File: src/rtl/clause_array_io_ctrl.sv
// clause_array_io_ctrl
//   Initiator side of the clause-array load/readback interface. Loads a
//   valid/ready stream of clause literal vectors into consecutive clause
//   slots (one-hot wr strobe, lits, computed length), and dumps every slot
//   back out (one-hot rd strobe, capture, valid/ready output stream).
//
// Ports:
//   clk, rst             clock, synchronous active-low reset
//   start_load_i         begin load of num_clauses_i clauses (min'd to NUM_CLAUSES)
//   start_dump_i         begin dump of all NUM_CLAUSES slots
//   num_clauses_i        load count, sampled with start_load_i
//   busy_o, done_o       busy while not idle; one-cycle pulse at end of load/dump
//   in_valid_i/in_ready_o/in_lits_i     input clause stream
//   wr_o, clause_o, clause_len_o        registered slot write to the array
//   rd_o                                one-hot slot read strobe
//   clause_i, clause_len_i              array readback (lits OR-combined, per-slot lengths)
//   out_valid_o/out_ready_i             dumped clause stream
//   out_lits_o, out_len_o, out_reason_o dumped clause contents
module clause_array_io_ctrl #(
    parameter int NUM_VARS    = 8,
    parameter int NUM_CLAUSES = 8,
    parameter int WIDTH_C_LEN = 4,
    parameter int WIDTH_C_IDX = 4
) (
    input  logic                               clk,
    input  logic                               rst,
    input  logic                               start_load_i,
    input  logic                               start_dump_i,
    input  logic [WIDTH_C_IDX-1:0]             num_clauses_i,
    output logic                               busy_o,
    output logic                               done_o,
    input  logic                               in_valid_i,
    output logic                               in_ready_o,
    input  logic [NUM_VARS*2-1:0]              in_lits_i,
    output logic [NUM_CLAUSES-1:0]             wr_o,
    output logic [NUM_CLAUSES-1:0]             rd_o,
    output logic [NUM_VARS*2-1:0]              clause_o,
    output logic [WIDTH_C_LEN-1:0]             clause_len_o,
    input  logic [NUM_VARS*2-1:0]              clause_i,
    input  logic [WIDTH_C_LEN*NUM_CLAUSES-1:0] clause_len_i,
    output logic                               out_valid_o,
    input  logic                               out_ready_i,
    output logic [NUM_VARS*2-1:0]              out_lits_o,
    output logic [WIDTH_C_LEN-1:0]             out_len_o,
    output logic                               out_reason_o
);

    localparam int LW = NUM_VARS * 2;
    localparam int unsigned LEN_MAX = (1 << WIDTH_C_LEN) - 1;
    localparam logic [WIDTH_C_IDX-1:0] NUM_CL   = WIDTH_C_IDX'(NUM_CLAUSES);
    localparam logic [WIDTH_C_IDX-1:0] LAST_IDX = WIDTH_C_IDX'(NUM_CLAUSES - 1);
    localparam logic [WIDTH_C_IDX-1:0] IDX_ONE  = WIDTH_C_IDX'(1);

    typedef enum logic [2:0] {
        IDLE,
        LOAD,
        LOAD_END,
        DUMP_RD,
        DUMP_OUT
    } state_t;

    state_t                   state, state_nxt;
    logic [WIDTH_C_IDX-1:0]   idx, idx_nxt;
    logic [WIDTH_C_IDX-1:0]   cnt_tgt, cnt_tgt_nxt;
    logic [NUM_CLAUSES-1:0]   wr_nxt;
    logic [LW-1:0]            clause_nxt, out_lits_nxt;
    logic [WIDTH_C_LEN-1:0]   clause_len_nxt, out_len_nxt;
    logic [WIDTH_C_LEN-1:0]   in_len, rd_len;
    logic                     done_nxt, out_reason_nxt;
    int unsigned              nz_cnt;

    // Number of nonzero 2-bit literal fields, saturated to the length width.
    always_comb begin
        nz_cnt = 0;
        for (int unsigned v = 0; v < NUM_VARS; v++) begin
            if (in_lits_i[2*v +: 2] != 2'b00) nz_cnt = nz_cnt + 1;
        end
        in_len = (nz_cnt > LEN_MAX) ? WIDTH_C_LEN'(LEN_MAX) : WIDTH_C_LEN'(nz_cnt);
    end

    assign rd_len = clause_len_i[int'(idx)*WIDTH_C_LEN +: WIDTH_C_LEN];

    // State-decoded outputs go to zero the cycle after reset forces IDLE.
    assign busy_o      = (state != IDLE);
    assign in_ready_o  = (state == LOAD);
    assign out_valid_o = (state == DUMP_OUT);
    assign rd_o        = (state == DUMP_RD) ? (NUM_CLAUSES'(1) << idx) : '0;

    always_comb begin
        state_nxt      = state;
        idx_nxt        = idx;
        cnt_tgt_nxt    = cnt_tgt;
        wr_nxt         = '0;
        clause_nxt     = '0;
        clause_len_nxt = '0;
        done_nxt       = 1'b0;
        out_lits_nxt   = out_lits_o;
        out_len_nxt    = out_len_o;
        out_reason_nxt = out_reason_o;
        case (state)
            IDLE: begin
                // Load has priority; a simultaneous dump request is dropped.
                if (start_load_i) begin
                    cnt_tgt_nxt = (num_clauses_i > NUM_CL) ? NUM_CL : num_clauses_i;
                    idx_nxt     = '0;
                    if (num_clauses_i == '0) done_nxt = 1'b1;
                    else                     state_nxt = LOAD;
                end else if (start_dump_i) begin
                    idx_nxt   = '0;
                    state_nxt = DUMP_RD;
                end
            end
            LOAD: begin
                if (in_valid_i) begin
                    wr_nxt         = NUM_CLAUSES'(1) << idx;
                    clause_nxt     = in_lits_i;
                    clause_len_nxt = in_len;
                    if (idx == cnt_tgt - IDX_ONE) state_nxt = LOAD_END;
                    else                          idx_nxt   = idx + IDX_ONE;
                end
            end
            LOAD_END: begin
                done_nxt  = 1'b1;
                state_nxt = IDLE;
            end
            DUMP_RD: begin
                out_lits_nxt   = clause_i;
                out_len_nxt    = rd_len;
                out_reason_nxt = (rd_len == '0) && (clause_i != '0);
                state_nxt      = DUMP_OUT;
            end
            DUMP_OUT: begin
                if (out_ready_i) begin
                    if (idx == LAST_IDX) begin
                        done_nxt  = 1'b1;
                        state_nxt = IDLE;
                    end else begin
                        idx_nxt   = idx + IDX_ONE;
                        state_nxt = DUMP_RD;
                    end
                end
            end
            default: state_nxt = IDLE;
        endcase
    end

    always_ff @(posedge clk) begin
        if (!rst) begin
            state        <= IDLE;
            idx          <= '0;
            cnt_tgt      <= '0;
            wr_o         <= '0;
            clause_o     <= '0;
            clause_len_o <= '0;
            done_o       <= 1'b0;
            out_lits_o   <= '0;
            out_len_o    <= '0;
            out_reason_o <= 1'b0;
        end else begin
            state        <= state_nxt;
            idx          <= idx_nxt;
            cnt_tgt      <= cnt_tgt_nxt;
            wr_o         <= wr_nxt;
            clause_o     <= clause_nxt;
            clause_len_o <= clause_len_nxt;
            done_o       <= done_nxt;
            out_lits_o   <= out_lits_nxt;
            out_len_o    <= out_len_nxt;
            out_reason_o <= out_reason_nxt;
        end
    end

endmodule

File: config.mk
export PLATFORM = sky130hd
export DESIGN_NAME = clause_array_io_ctrl
export DESIGN_NICKNAME = d
export VERILOG_FILES = /design/src/rtl/clause_array_io_ctrl.sv
export SDC_FILE = /design/constraint.sdc
export NUM_CORES = 1
export LEC_CHECK = 0
export ABC_AREA = 1
export BUFFER_PORTS_ARGS = -buffer_cell sky130_fd_sc_hd__buf_2
export CORE_UTILIZATION = 35
export CTS_BUF_LIST = sky130_fd_sc_hd__clkbuf_16
export DETAILED_ROUTE_END_ITERATION = 8
export MAX_ROUTING_LAYER = met4
export PLACE_DENSITY = 0.63
export SYNTH_ARGS = -nofsm -noshare
export SYNTH_HDL_FRONTEND = slang
export SYNTH_SLANG_ARGS = --single-unit
File: constraint.sdc
create_clock -name clk -period 5.7 [get_ports clk]
set_clock_uncertainty 0.2 [all_clocks]
set_input_delay 0.285 -clock clk [delete_from_list [all_inputs] [get_ports clk]]
set_output_delay 0.285 -clock clk [all_outputs]
set_load 0.03 [all_outputs]
# == Yosys cells after proc, flatten, opt, wreduce, memory -nomap -nowiden ==
# Index checks and enable logic that the tools add are counted.
# word_totals
inputBits,74
regBits,61
# op_classes
muxes,31
shifts,2
n_eq_ne,13
add_sub_neg,9
n_lt_le_gt_ge,2
n_reduce_logical,19
# ops
cell,count
"32-bit by 1-bit adder with 32-bit output, second input constant",7
32-bit two-way mux,7
"32-bit by 4-bit greater-than comparator with 1-bit output, second input constant",1
4-bit two-way mux,8
32-bit by 7-bit variable part select with 4-bit output,1
3-bit two-way mux,6
16-bit nonzero test,1
2-bit nonzero test,8
3-bit one-hot mux with 4 select lines,1
4-bit one-hot mux with 3 select lines,1
4-bit zero test,2
8-bit two-way mux,1
"1-bit by 4-bit << shifter with 8-bit output, first input constant",1
"3-bit by 2-bit == test with 1-bit output, second input constant",2
"2-bit != test, second input constant",3
"3-bit != test, second input constant",2
6-bit AND reduction,1
3-bit nonzero test,2
1-bit two-way mux,5
5-bit AND reduction,1
"4-bit by 1-bit adder with 4-bit output, second input constant",1
"4-bit by 3-bit == test with 1-bit output, second input constant",1
4-bit == test,1
"4-bit greater-than comparator, second input constant",1
10 further kinds,11

# == Longest topological paths before layout ==
# Gate-level depths: netlist (run 1).
# logic_depth
ltp_word,18
depth_mapped,30
depth_no_buf,30

# == Worst setup path after synthesis (run 1) ==
# OpenSTA, ideal clock, no wires.
# synth_path
kind,input to register
startpoint,input port in_lits_i[1]
endpoint,register clause_len_o[0]
path_buffers,0
arrival_ps,4128
slack_ps,1238
stages,29
required_ps,5366
setup_ps,134
path_cell_list,nor2_1 inv_1 ha_1 inv_1 nand2_1 nand2_2 inv_1 ha_1 nand2_1 nand2_1 ha_1 or2_2 nand2_1 inv_1 ha_1 or2_2 nand2_1 inv_1 ha_1 or2_2 nand2_1 inv_1 ha_1 nand2_1 nor2_4 nand3_2 nand2_2 nand2_2 a21oi_1
# synth_via
elab_chain_len,18
# synth_rtl
item,line_no,text
start: declaration,34,"input logic [NUM_VARS*2-1:0] in_lits_i,"
2-bit nonzero test *,76,if (in_lits_i[2*v +: 2] != 2'b00) nz_cnt = nz_cnt + 1;
1-bit two-way mux *,76,
32-bit by 1-bit adder with 32-bit output,76,
32-bit two-way mux *,76,
32-bit by 1-bit adder with 32-bit output,76,
32-bit two-way mux *,76,
32-bit by 1-bit adder with 32-bit output,76,
32-bit two-way mux *,76,
[2 not listed],--,
32-bit by 1-bit adder with 32-bit output,76,
32-bit two-way mux *,76,
32-bit by 1-bit adder with 32-bit output,76,
32-bit two-way mux *,76,
32-bit by 1-bit adder with 32-bit output,76,
32-bit two-way mux *,76,
32-bit by 4-bit greater-than comparator with 1-bit output,78,in_len = (nz_cnt > LEN_MAX) ? WIDTH_C_LEN'(LEN_MAX) : WIDTH_C_LEN'(nz_cnt);
4-bit two-way mux *,78,
end signal: assignment,165,clause_len_o <= clause_len_nxt;
end: declaration,38,"output logic [WIDTH_C_LEN-1:0] clause_len_o,"
# Mark *: on every way between the ends. The rest lies on a longest branch, timed or not.
# A chain may end at the register's enable or synchronous reset.

# == Worst setup path after layout (run 1) ==
# layout_path
startpoint,input port in_lits_i[3]
endpoint,register clause_len_o[2]
# layout_via
elab_chain_len,16
# layout_rtl
item,line_no
2-bit nonzero test *,76
32-bit two-way mux *,76
32-bit by 1-bit adder with 32-bit output,76
32-bit two-way mux *,76
32-bit by 1-bit adder with 32-bit output,76
32-bit two-way mux *,76
32-bit by 1-bit adder with 32-bit output,76
32-bit two-way mux *,76
32-bit by 1-bit adder with 32-bit output,76
32-bit two-way mux *,76
32-bit by 1-bit adder with 32-bit output,76
32-bit two-way mux *,76
32-bit by 1-bit adder with 32-bit output,76
32-bit two-way mux *,76
32-bit by 4-bit greater-than comparator with 1-bit output,78
4-bit two-way mux *,78
# Marked as above.

==> reports/results.md, run 1 <==
| Item | Reported | Unit |
| --- | --- | --- |
| TritonCTS clock tree | yes | - |
| Wire length of the first global-routing pass | 15.7 | mm |
| Overall via count from detail_route | 3546 | - |
| Maximum level of the CTS H-tree | 3 | - |
| Count of distinct cell types in the synthesized netlist | 34 | - |
| Status | completed | - |
| Number of I/O pins | 135 | - |
| Number of iterations in the first detailed-routing pass | 4 | - |
| Leak | 2.39 | nW |
| Worst-case headroom to the max-slew limit | 23.5 | % |
| DIE HEIGHT | 98.7 | um |
| Switching power as a share of total power | 38.4 | % |
| Worst reg-to-reg path cell count | 7 | - |
| Register area share after synthesis | 37.4 | % |
| Highest-count cells in the layout ignoring fill and taps | buf_2 (134), nor2_1 (97), inv_1 (63) | - |
| Sequential Power Share | 30.4 | % |
| Avg Inst Size Synth | 6.94 | um^2 |
| Peak supply drop | 0.000138 | V |
| Ratio of final minimum period to clock period | 89.8 | % |
| Skew-Pair Late Insertion Delay | 0.33 | ns |
| Portion of total power attributed to the clock network | 32.3 | % |
| Net Switching | 0.674 | mW |
| DRC violations left | 0 | - |
| Final Net Count | 707 | - |
| Clock period minus final worst setup slack | 5.12 | ns |
| Flop and latch count out of synthesis | 61 | - |
| Remaining number of nets flagged by the antenna check after routing | 0 | - |
| Power Internal | 1.08 | mW |
| Iteration-0 DRC count of the detailed router | 113 | - |
| Die Outline Area | 0.00973 | mm^2 |
| Number of endpoints failing setup at the final stage | 0 | - |
| Number of warnings reported in the yosys synthesis log | 0 | - |
| HP Class | in -> reg | - |
| Most common cell after layout, fill and taps aside | buf_2 | - |
| Clock net sink count | 61 | - |
| Ant diodes | 0 | - |
| Largest net degree at the start of global routing | 29 | - |
| RSZ-0062 raised after global routing | no | - |
| Share of power burned in combinational logic | 37.3 | % |
| Count of instances resized after the clock tree is built | 0 | - |
| Gate count of the mapped netlist | 471 | - |
| Setup crit end kind | flop | - |
| Number of max-slew violations in the final report | 0 | - |
| Clock edge transition at the registers on the reported setup and hold paths | 0.05 | ns |
| Via count of the first global-routing pass | 3526 | - |
| Std-Cell Core Area | 0.00889 | mm^2 |
| Hold Fails Final Rpt | 0 | - |
| Routability-driven placement congestion ratio | 0.850 | - |
| Port bufs | 134 | - |
| Initial antenna violation count | 0 | - |
| Dpl hpwl | 6.82 | mm |
| Starting density of the core | 36.8 | % |
| Worst EP required | 5.65 | ns |
| GRT Resource Usage Total | 20.8 | % |
| Worst path most repeated cell | nand2_1 | - |
| Timing-limited maximum frequency | 195 | MHz |
| Worst endpoint data arrival time | 5.07 | ns |
| Maximum clock path buffer count | 2 | - |
| Setup TNS after final layout | 0 | ns |
| Total standard cell area after synthesis | 0.00327 | mm^2 |
| Total overflow reported by the global router | 0 | - |
| Drt wl/cell | 12.6 | um |
| Total of fill cells in the finished design | 909 | - |
| Cell at the root of the clock tree | clkbuf_16 | - |
| Final Power | 1.76 | mW |
| Net Count, Synth | 558 | - |
| Power density over cell area | 389 | mW/mm^2 |
| Chip Width | 98.7 | um |
| Total CTS buffers | 9 | - |
| Kind of start point of the critical path | input port | - |
| Area grow syn2layout | 37.9 | % |
| Worst-margin pin slew | 1.14 | ns |
| Reported max-cap violation count | 0 | - |
| Hold Path Stages | 3 | - |
| Share of cells above drive strength 1 | 30.6 | % |
| Max incr delay on CP | 0.53 | ns |
| Largest fanout on the critical path | 3 | - |
| Crit-path slowest cell | dlygate4sd3_1 | - |
| Placement row count | 34 | - |
| Routed via count divided by cell count | 4.84 | - |
| Critical setup path kind | in -> reg | - |
| Final wirelength | 9.23 | mm |
==> synth_stat cells <==
cell	instances	area share (%)
dfxtp_1	61	37
a21oi_1	13	2.0
buf_2	3	0.46
buf_4	1	0.23
nor3_2	1	0.31
a211oi_1	5	1.1
nor2_1	97	11
nor4_1	4	0.77
a22oi_1	2	0.46
nand2_1	52	6.0
clkbuf_1	11	1.3
xor2_1	3	0.80
nor4_2	2	0.77
ha_1	13	5.0
clkinv_1	2	0.23
nand3_2	3	0.92
o22ai_1	8	1.5
nand3_1	17	2.6
o211ai_1	2	0.46
inv_2	8	0.92
nor3_1	18	2.8
nor2_4	3	1.0
inv_1	60	6.9
nand2_2	15	2.9
a22o_1	3	0.80
nand4_1	4	0.77
nand2_4	1	0.34
o21ai_1	2	0.31
a21oi_2	1	0.27
nand3b_1	4	0.92
xnor2_1	4	1.1
o21ai_0	39	6.0
or2_2	5	0.96
nor2_2	4	0.77
==> through the flow <==
stage | instances | setup slack [ns] | area (um^2) | hold WS (ns) | utilization, %
after floorplan | 471 | 1.24 | 3270 | 0.197 | -
after global placement | 699 | 0.936 | 4020 | 0.262 | 45.2
after detailed placement | 699 | 0.800 | 4020 | 0.263 | 45.2
after CTS | 733 | 0.603 | 4510 | 0.00149 | 50.7
after global routing | 733 | 0.224 | 4510 | 0.00132 | 50.7
final | 733 | 0.584 | 4510 | 0.000253 | 50.7
==> per-layer routing <==
metal | GRT usage [%] | vias up | wire length [um]
met2 | 37.5 | 96 | 4750
li1 | - | 1807 | -
met1 | 22.2 | 1628 | 3940
met3 | 5.32 | 15 | 420
met5 | - | - | 0
met4 | 6.43 | 0 | 117
==> final cells by class <==
cell class,instances,area (um^2),area share [%]
Multi-Input combinational cell,325,1720,38.2
Inverter,70,263,5.83
Tap cell,108,135,3.00
Timing Repair Buffer,153,858,19.0
Sequential cell,61,1220,27.1
Clock inverter,7,83.8,1.86
Clock buffer,9,225,5.00
==> state kept, by name (all words and copies together) (netlist names) <==
signal        count
clause_o         16
out_len_o         4
idx               4
cnt_tgt           4
out_reason_o      1
state             3
wr_o              8
clause_len_o      4
done_o            1
out_lits_o       16
==> worst max-delay path, delay by kind of cell <==
family	cells	cell delay, ns
compound gates	1	0.06
simple gates	16	2.14
buf+inv	8	0.99
fa+ha+maj	6	1.61
==> cells by family (layout without fill, tap and decap cells) <==
logic type / after synthesis / count (layout) / share of synthesized area (%)
buffers and inverters: 85 / 239 / 9.99
xor gates and xnor gates: 7 / 7 / 1.88
adders and majority gates: 13 / 13 / 4.98
AOI/OAI and AO/OA: 75 / 75 / 12.9
DFF: 61 / 61 / 37.4
and+or+nand+nor: 230 / 230 / 32.9
==> repair_timing <==
action | CTS | global route
hold endpoints to repair | 18 | 0
hold buffers | 18 | 0
setup buffers | 0 | 0
==> final timing paths <==
| path | startpoint | end | slack (ns) |
|---|---|---|---|
| hold / removal | in_lits_i[1] | clause_o[1] | 0.0003 |
| hold reg to reg | cnt_tgt[3] | cnt_tgt[3] | 0.28 |
| setup / recovery | in_lits_i[3] | clause_len_o[2] | 0.58 |
| setup reg to reg | idx[0] | out_reason_o | 3.26 |
==> power by group through the flow <==
stage                     logic [mW]  clock network [mW]  registers, mW
after floorplan                0.428                   0          0.587
after global placement         0.632                   0          0.540
after detailed placement       0.646                   0          0.542
after CTS                      0.658               0.581          0.535
after global routing           0.736               0.597          0.543
final                          0.655               0.567          0.534
(Power assumes the default switching activity.)
==> run 2, diff against run 1 <==
clock period = 5 ns   (was 5.7 ns; I/O delays follow)
==> run 2 against run 1 <==
Net effect:
- global-route usage shrank 0.11 points
- highest routed layer unchanged
- total power grew 16%
- flip-flop and latch count is the same
- register-to-register slack lost 0.70 ns
- combinational power grew 15%
- critical path depth shrank 3
- cell count grew 2.0%
- core utilization grew 1.9 points
- largest cell class unchanged
- clock power grew 19%
==> reports/results.md, run 2 (synthesis results as in run 1) <==
| Item | Reported | Unit | Delta |
| --- | --- | --- | --- |
| Setup slack after placement | 0.151 | ns | -0.648 ns |
| Clock period minus final worst setup slack | 4.67 | ns |  |
| Number of max-slew violations in the final report | 0 | - | unchanged |
| Wire length of the first global-routing pass | 15.8 | mm | +0.53% |
| Final Net Count | 722 | - | +2.1% |
| Count of instances resized after the clock tree is built | 0 | - | unchanged |
| Maximum clock path buffer count | 2 | - | unchanged |
| Routability-driven placement congestion ratio | 0.844 | - | -0.74% |
| Number of I/O pins | 135 | - | unchanged |
| Maximum level of the CTS H-tree | 3 | - | unchanged |
| Most common cell after layout, fill and taps aside | buf_2 | - |  |
| Final Power | 2.03 | mW | +16% |
| DIE HEIGHT | 98.7 | um | unchanged |
| Reported max-cap violation count | 0 | - | unchanged |
| Worst-case setup margin in the final layout | 0.333 | ns | -0.251 ns |
| Dpl hpwl | 6.80 | mm | -0.28% |
| Switching power as a share of total power | 38.6 | % | +0.24 points |
| Skew-Pair Late Insertion Delay | 0.32 | ns | about the same |
| Port bufs | 134 | - | unchanged |
| Worst-case headroom to the max-slew limit | 25.3 | % | +1.8 points |
| Number of hold buffers added after cts | 33 | - | +15 |
| Largest net degree at the start of global routing | 29 | - | unchanged |
| Share of cells above drive strength 1 | 30.3 | % | -0.25 points |
| Setup TNS after final layout | 0 | ns | unchanged |
| Buffers inserted during post-CTS setup optimization | 0 | - | unchanged |
| Hold Fails Final Rpt | 0 | - | unchanged |
| Net Switching | 0.786 | mW | +17% |
| Met3 layer wire length in the routed design | 370 | um | -12% |
| Power Internal | 1.25 | mW | +15% |
| Critical setup path kind | in -> reg | - |  |
| Worst path most repeated cell | nand2_1 | - |  |
| Die Outline Area | 0.00973 | mm^2 | unchanged |
| Worst hold slack | 0.0103 | ns | +0.0101 ns |
| Peak supply drop | 0.000179 | V | +30% |
| Number of iterations in the first detailed-routing pass | 4 | - | unchanged |
| GRT Resource Usage Total | 20.6 | % | -0.11 points |
| TritonCTS clock tree | yes | - |  |
| Crit-path slowest cell | dlygate4sd3_1 | - |  |
| Std-Cell Core Area | 0.00889 | mm^2 | unchanged |
| Leak | 2.45 | nW | +2.5% |
| Power density over cell area | 435 | mW/mm^2 | +12% |
| Sequential Power Share | 29.9 | % | -0.5 points |
| Clock edge transition at the registers on the reported setup and hold paths | 0.06 | ns | about the same |
| Routed via count divided by cell count | 4.80 | - | -0.76% |
| Final wirelength | 9.30 | mm | +0.76% |
| Chip Width | 98.7 | um | unchanged |
| Top Registers | clause_o (16), out_lits_o (16), wr_o (8) | - |  |
| M1 WL | 3.96 | mm | +0.46% |
| Ant diodes | 0 | - | unchanged |
| Total area of multi-input combinational cells | 0.00172 | mm^2 | unchanged |
| Cell at the root of the clock tree | clkbuf_16 | - |  |
| Drt wl/cell | 12.4 | um | -1.3% |
| Portion of total power attributed to the clock network | 33.1 | % | +0.8 points |
| Max incr delay on CP | 0.54 | ns | about the same |
| Number of endpoints failing setup at the final stage | 0 | - | unchanged |
| Worst Path Buf+Inv | 6 | - | -2 |
| Total CTS buffers | 9 | - | unchanged |
| RSZ-0062 raised after global routing | no | - |  |
| Initial antenna violation count | 0 | - | unchanged |
| Clock net sink count | 61 | - | unchanged |
| Largest fanout on the critical path | 4 | - | +1 |
| Status | completed | - |  |
| Met2 wirelength from detailed routing | 4.80 | mm | +1.2% |
| Sequential cell area in the final layout | 0.00122 | mm^2 | unchanged |
| Placement row count | 34 | - | unchanged |
| Iteration-0 DRC count of the detailed router | 145 | - | +28% |
| DRC violations left | 0 | - | unchanged |
| Worst-margin pin slew | 1.12 | ns | -0.0264 ns |
| Setup crit end kind | flop | - |  |
| Timing-limited maximum frequency | 214 | MHz |  |
| Total overflow reported by the global router | 0 | - | unchanged |
| HP Class | in -> reg | - |  |
| Worst EP required | 4.95 | ns | -0.70 ns |
| Area grow syn2layout | 42.9 | % |  |
| Uppermost signal routing layer after detailed routing | met4 | - |  |
| Via count of the first global-routing pass | 3631 | - | +3.0% |
| Ratio of final minimum period to clock period | 93.3 | % |  |
| Highest-count cells in the layout ignoring fill and taps | buf_2 (134), nor2_1 (97), dfxtp_1 (61) | - |  |
| Worst endpoint data arrival time | 4.62 | ns | -0.45 ns |
| Share of power burned in combinational logic | 37.0 | % | -0.3 points |
| Overall via count from detail_route | 3591 | - | +1.3% |
| Kind of start point of the critical path | input port | - |  |
| CP delay by family, top | simple AND/OR/NAND/NOR gates | - |  |
| Remaining number of nets flagged by the antenna check after routing | 0 | - | unchanged |
| Total of fill cells in the finished design | 873 | - | -4.0% |
| Starting density of the core | 36.8 | % | unchanged |
-- run 2: changes by cell type in the layout (fill, tap and decap cells not counted) --
| cell | delta |
|---|---|
| dlygate4sd3_1 | +15 |
| inv_1 | -3 |
| clkinv_4 | +2 |
| inv_6 | +1 |
-- run 2: cell type report --
class	instances	area share, %
Timing Repair Buffer	168	21.6
Clock buffer	9	4.82
Multi-Input combinational cell	325	36.8
Tap cell	108	2.89
Sequential cell	61	26.1
Clock inverter	7	2.12
Inverter	70	5.62
-- run 2: worst reg2reg max path, stage by stage, from the launching register on --
cell and delay (ns):
dfxtp_1 0.74, inv_1 0.48, o21ai_0 0.29, o22ai_1 0.10, a22o_1 0.25, nor2_1 0.12
nand4_1 0.08, a21oi_1 0.12
-- run 2: stage by stage --
stage	std cells	instance area, um^2	util [%]
finish	748	4670	52.6
global route	748	4670	52.6
CTS	748	4670	52.6
detailed placement	699	4020	45.2
global placement	699	4020	45.2
floorplan	471	3270	-
-- run 2: metal layers --
layer,GRT usage (%),vias to the layer above
met3,4.40,16
met5,-,-
met4,7.58,0
met1,21.9,1633
met2,37.6,90
li1,-,1852
-- run 2: power by group through the flow --
stage | Clock (mW) | Sequential (mW) | Combinational (mW)
floorplan | 0 | 0.669 | 0.488
global placement | 0 | 0.616 | 0.720
detailed placement | 0 | 0.618 | 0.735
CTS | 0.685 | 0.608 | 0.758
global route | 0.707 | 0.618 | 0.848
finish | 0.673 | 0.608 | 0.754
-- run 2: path summary, 6_finish.rpt --
kind                            cells past startpoint             start  slack [ns]               to
worst min-delay path                                3  num_clauses_i[1]        0.01       cnt_tgt[1]
worst max register to register                      7            idx[0]        2.56     out_reason_o
worst max-delay path                               28      in_lits_i[5]        0.33  clause_len_o[1]
worst min register to register                      2      out_reason_o        0.28     out_reason_o
==> run 3, diff against run 2 <==
CORE_ASPECT_RATIO = 1.5   (was default)
SETUP_SLACK_MARGIN = 0.5   (was default)
==> run 3 against run 2 <==
Net effect:
- setup slack gained 0.35 ns
- global-route usage grew 1.1 points
- core utilization grew 0.44 points
- flip-flop and latch count is the same
- fmax grew 8.1%
- combinational power grew 3.4%
- sequential share of layout area shrank 0.34 points
- sequential power is essentially flat
- first-iteration DRC count grew 1.4%
- total power shrank 0.56%
- routed wire length grew 7.2%
- worst hold slack lost 0.0012 ns
==> reports/results.md, run 3 (synthesis results as in run 1) <==
| Item | Reported | Unit | Delta |
| --- | --- | --- | --- |
| Std-Cell Core Area | 0.00893 | mm^2 | +0.48% |
| Ant diodes | 0 | - | unchanged |
| RSZ-0062 raised after global routing | no | - |  |
| Sequential cell area in the final layout | 0.00122 | mm^2 | unchanged |
| Number of endpoints failing setup at the final stage | 0 | - | unchanged |
| Leak | 2.46 | nW | +0.47% |
| Remaining number of nets flagged by the antenna check after routing | 0 | - | unchanged |
| Maximum level of the CTS H-tree | 3 | - | unchanged |
| Critical setup path kind | in -> reg | - |  |
| HP Class | in -> reg | - |  |
| Number of iterations in the first detailed-routing pass | 6 | - | +2 |
| Initial antenna violation count | 0 | - | unchanged |
| Hold worst-path end | cnt_tgt[0] | - |  |
| Worst-case headroom to the max-slew limit | 21.8 | % | -3.5 points |
| Timing-limited maximum frequency | 232 | MHz | +8.1% |
| Starting density of the core | 36.6 | % | -0.18 points |
| Die Outline Area | 0.00974 | mm^2 | about the same |
| Worst endpoint data arrival time | 4.27 | ns | -0.35 ns |
| Clock edge transition at the registers on the reported setup and hold paths | 0.05 | ns | about the same |
| FF-to-FF setup slack | 2.60 | ns | +0.04 ns |
| Total area of multi-input combinational cells | 0.00178 | mm^2 | +3.4% |
| Total CTS buffers | 9 | - | unchanged |
| Final standard cell count with taps included and fillers excluded | 752 | - | +0.53% |
| Routed via count divided by cell count | 4.97 | - | +3.6% |
| Power density over cell area | 427 | mW/mm^2 | -1.8% |
| Cell at the root of the clock tree | clkbuf_16 | - |  |
| Top Registers | clause_o (16), out_lits_o (16), wr_o (8) | - |  |
| Worst-margin pin slew | 1.17 | ns | +0.0519 ns |
| Setup TNS after final layout | 0 | ns | unchanged |
| Final Net Count | 724 | - | +0.28% |
| Ratio of final minimum period to clock period | 86.3 | % | -7.0 points |
| Most common cell after layout, fill and taps aside | buf_2 | - |  |
| Share of cells above drive strength 1 | 31.6 | % | +1.3 points |
| Dpl hpwl | 7.13 | mm | +4.8% |
| Worst-case setup margin in the final layout | 0.684 | ns | +0.351 ns |
| Share of the core filled with cells in the final layout | 53.0 | % | +0.44 points |
| Highest-count cells in the layout ignoring fill and taps | buf_2 (134), nor2_1 (95), inv_1 (61), dfxtp_1 (61), nand2_1 (46) | - |  |
| Placement row count | 42 | - | +24% |
| Start of the worst register-to-register path | idx[0] | - |  |
| Setup crit end kind | flop | - |  |
| Largest net degree at the start of global routing | 29 | - | unchanged |
| Via count of the first global-routing pass | 3684 | - | +1.5% |
| Peak supply drop | 0.000248 | V | +38% |
| Number of max-slew violations in the final report | 0 | - | unchanged |
| Clock net sink count | 61 | - | unchanged |
| DRC violations left | 0 | - | unchanged |
| Largest fanout on the critical path | 3 | - | -1 |
| Placed cell count | 701 | - | +0.29% |
| GRT Resource Usage Total | 21.7 | % | +1.1 points |
| Endpoint of the worst register-to-register path | state[0] | - |  |
| Routability-driven placement congestion ratio | 0.912 | - | +8.0% |
| Placed Area | 0.00402 | mm^2 | about the same |
| TritonCTS clock tree | yes | - |  |
| Kind of start point of the critical path | input port | - |  |
| Total of fill cells in the finished design | 857 | - | -1.8% |
| Final wirelength | 9.96 | mm | +7.2% |
| Status | completed | - |  |
| Reported max-cap violation count | 0 | - | unchanged |
| Worst path most repeated cell | nand2_2 | - |  |
| Drt wl/cell | 13.2 | um | +6.6% |
| Port bufs | 134 | - | unchanged |
| Max incr delay on CP | 0.30 | ns | -0.24 ns |
| Wire length of the first global-routing pass | 15.9 | mm | +0.83% |
| Number of I/O pins | 135 | - | unchanged |
| DIE HEIGHT | 120 | um | +22% |
| Hold_sp | num_clauses_i[0] | - |  |
| Total overflow reported by the global router | 0 | - | unchanged |
| Iteration-0 DRC count of the detailed router | 147 | - | +1.4% |
| Final instance area | 0.00473 | mm^2 | +1.3% |
| Crit-path slowest cell | or2_2 | - |  |
| Worst EP required | 4.95 | ns | about the same |
| Overall via count from detail_route | 3739 | - | +4.1% |
| Area grow syn2layout | 44.8 | % |  |
| Maximum clock path buffer count | 2 | - | unchanged |
| Chip Width | 80.9 | um | -18% |
| Hold Fails Final Rpt | 0 | - | unchanged |
| Hold Path Stages | 3 | - | unchanged |
| Skew-Pair Late Insertion Delay | 0.32 | ns | about the same |
| Worst reg-to-reg path cell count | 8 | - | +1 |
| Setup slack after placement | 0.130 | ns | -0.0219 ns |
| Clock period minus final worst setup slack | 4.32 | ns | -0.351 ns |
| Critical path startpoint | in_lits_i[3] | - |  |
==> run 3: per-stage QoR <==
step           hold WS [ns]  power [mW]
6_report            0.00913        2.02
5_1_grt              0.0279        2.16
4_1_cts             0.00685        2.02
3_5_place_dp          0.265        1.35
3_3_place_gp          0.261        1.34
2_1_floorplan         0.162        1.16
==> run 3: per-layer routing <==
layer  global-route usage, %  wire, um  part of all wire, %  up-vias
met3                    4.68       544                  5.5       36
met1                    20.6      3770                   38     1702
li1                        -         -                    -     1844
met2                    38.9      5270                   53      157
met5                       -         0                    0        -
met4                    13.2       384                  3.9        0
==> run 3: how the worst max path moves through the flow <==
| stage | to | slack, ns | cells past startpoint |
|---|---|---|---|
| 3_3_place_gp | clause_len_o[1] | 0.28 | 30 |
| 3_5_place_dp | clause_len_o[1] | 0.13 | 30 |
| 5_1_grt | clause_len_o[2] | 0.45 | 29 |
| 2_1_floorplan | clause_len_o[0] | 0.57 | 29 |
| 6_report | clause_len_o[1] | 0.68 | 29 |
| 4_1_cts | clause_len_o[0] | 0.51 | 30 |
==> run 3: repair_timing <==
action                                 CTS  global route
cloned                                   0             0
endpoints found under the hold margin   34             0
pin swaps                                0             3
buffers inserted                         0             1
hold buffers                            34             0
setup endpoints to repair                3             4
gates resized for setup                  2            11
==> run 3: report_power, final <==
part           switching [mW]  internal (mW)  total (mW)
sequential             0.0577          0.549       0.607
clock                   0.209          0.428       0.637
combinational           0.507          0.272       0.780
==> run 3: cell type report <==
| type | count | share of cell area, % |
|---|---|---|
| Multi-Input combinational cell | 325 | 37.6 |
| Sequential cell | 61 | 25.8 |
| Timing Repair Buffer | 170 | 21.7 |
| Inverter | 70 | 5.55 |
| Clock buffer | 9 | 4.76 |
| Tap cell | 110 | 2.91 |
| Clock inverter | 7 | 1.72 |
==> run 3: critical path, delay by kind of cell <==
kind	cells	cell delay [ns]
and+or+nand+nor	16	2.04
adders and majority gates	6	1.52
buffers and inverters	6	0.38
AOI/OAI and AO/OA	1	0.07
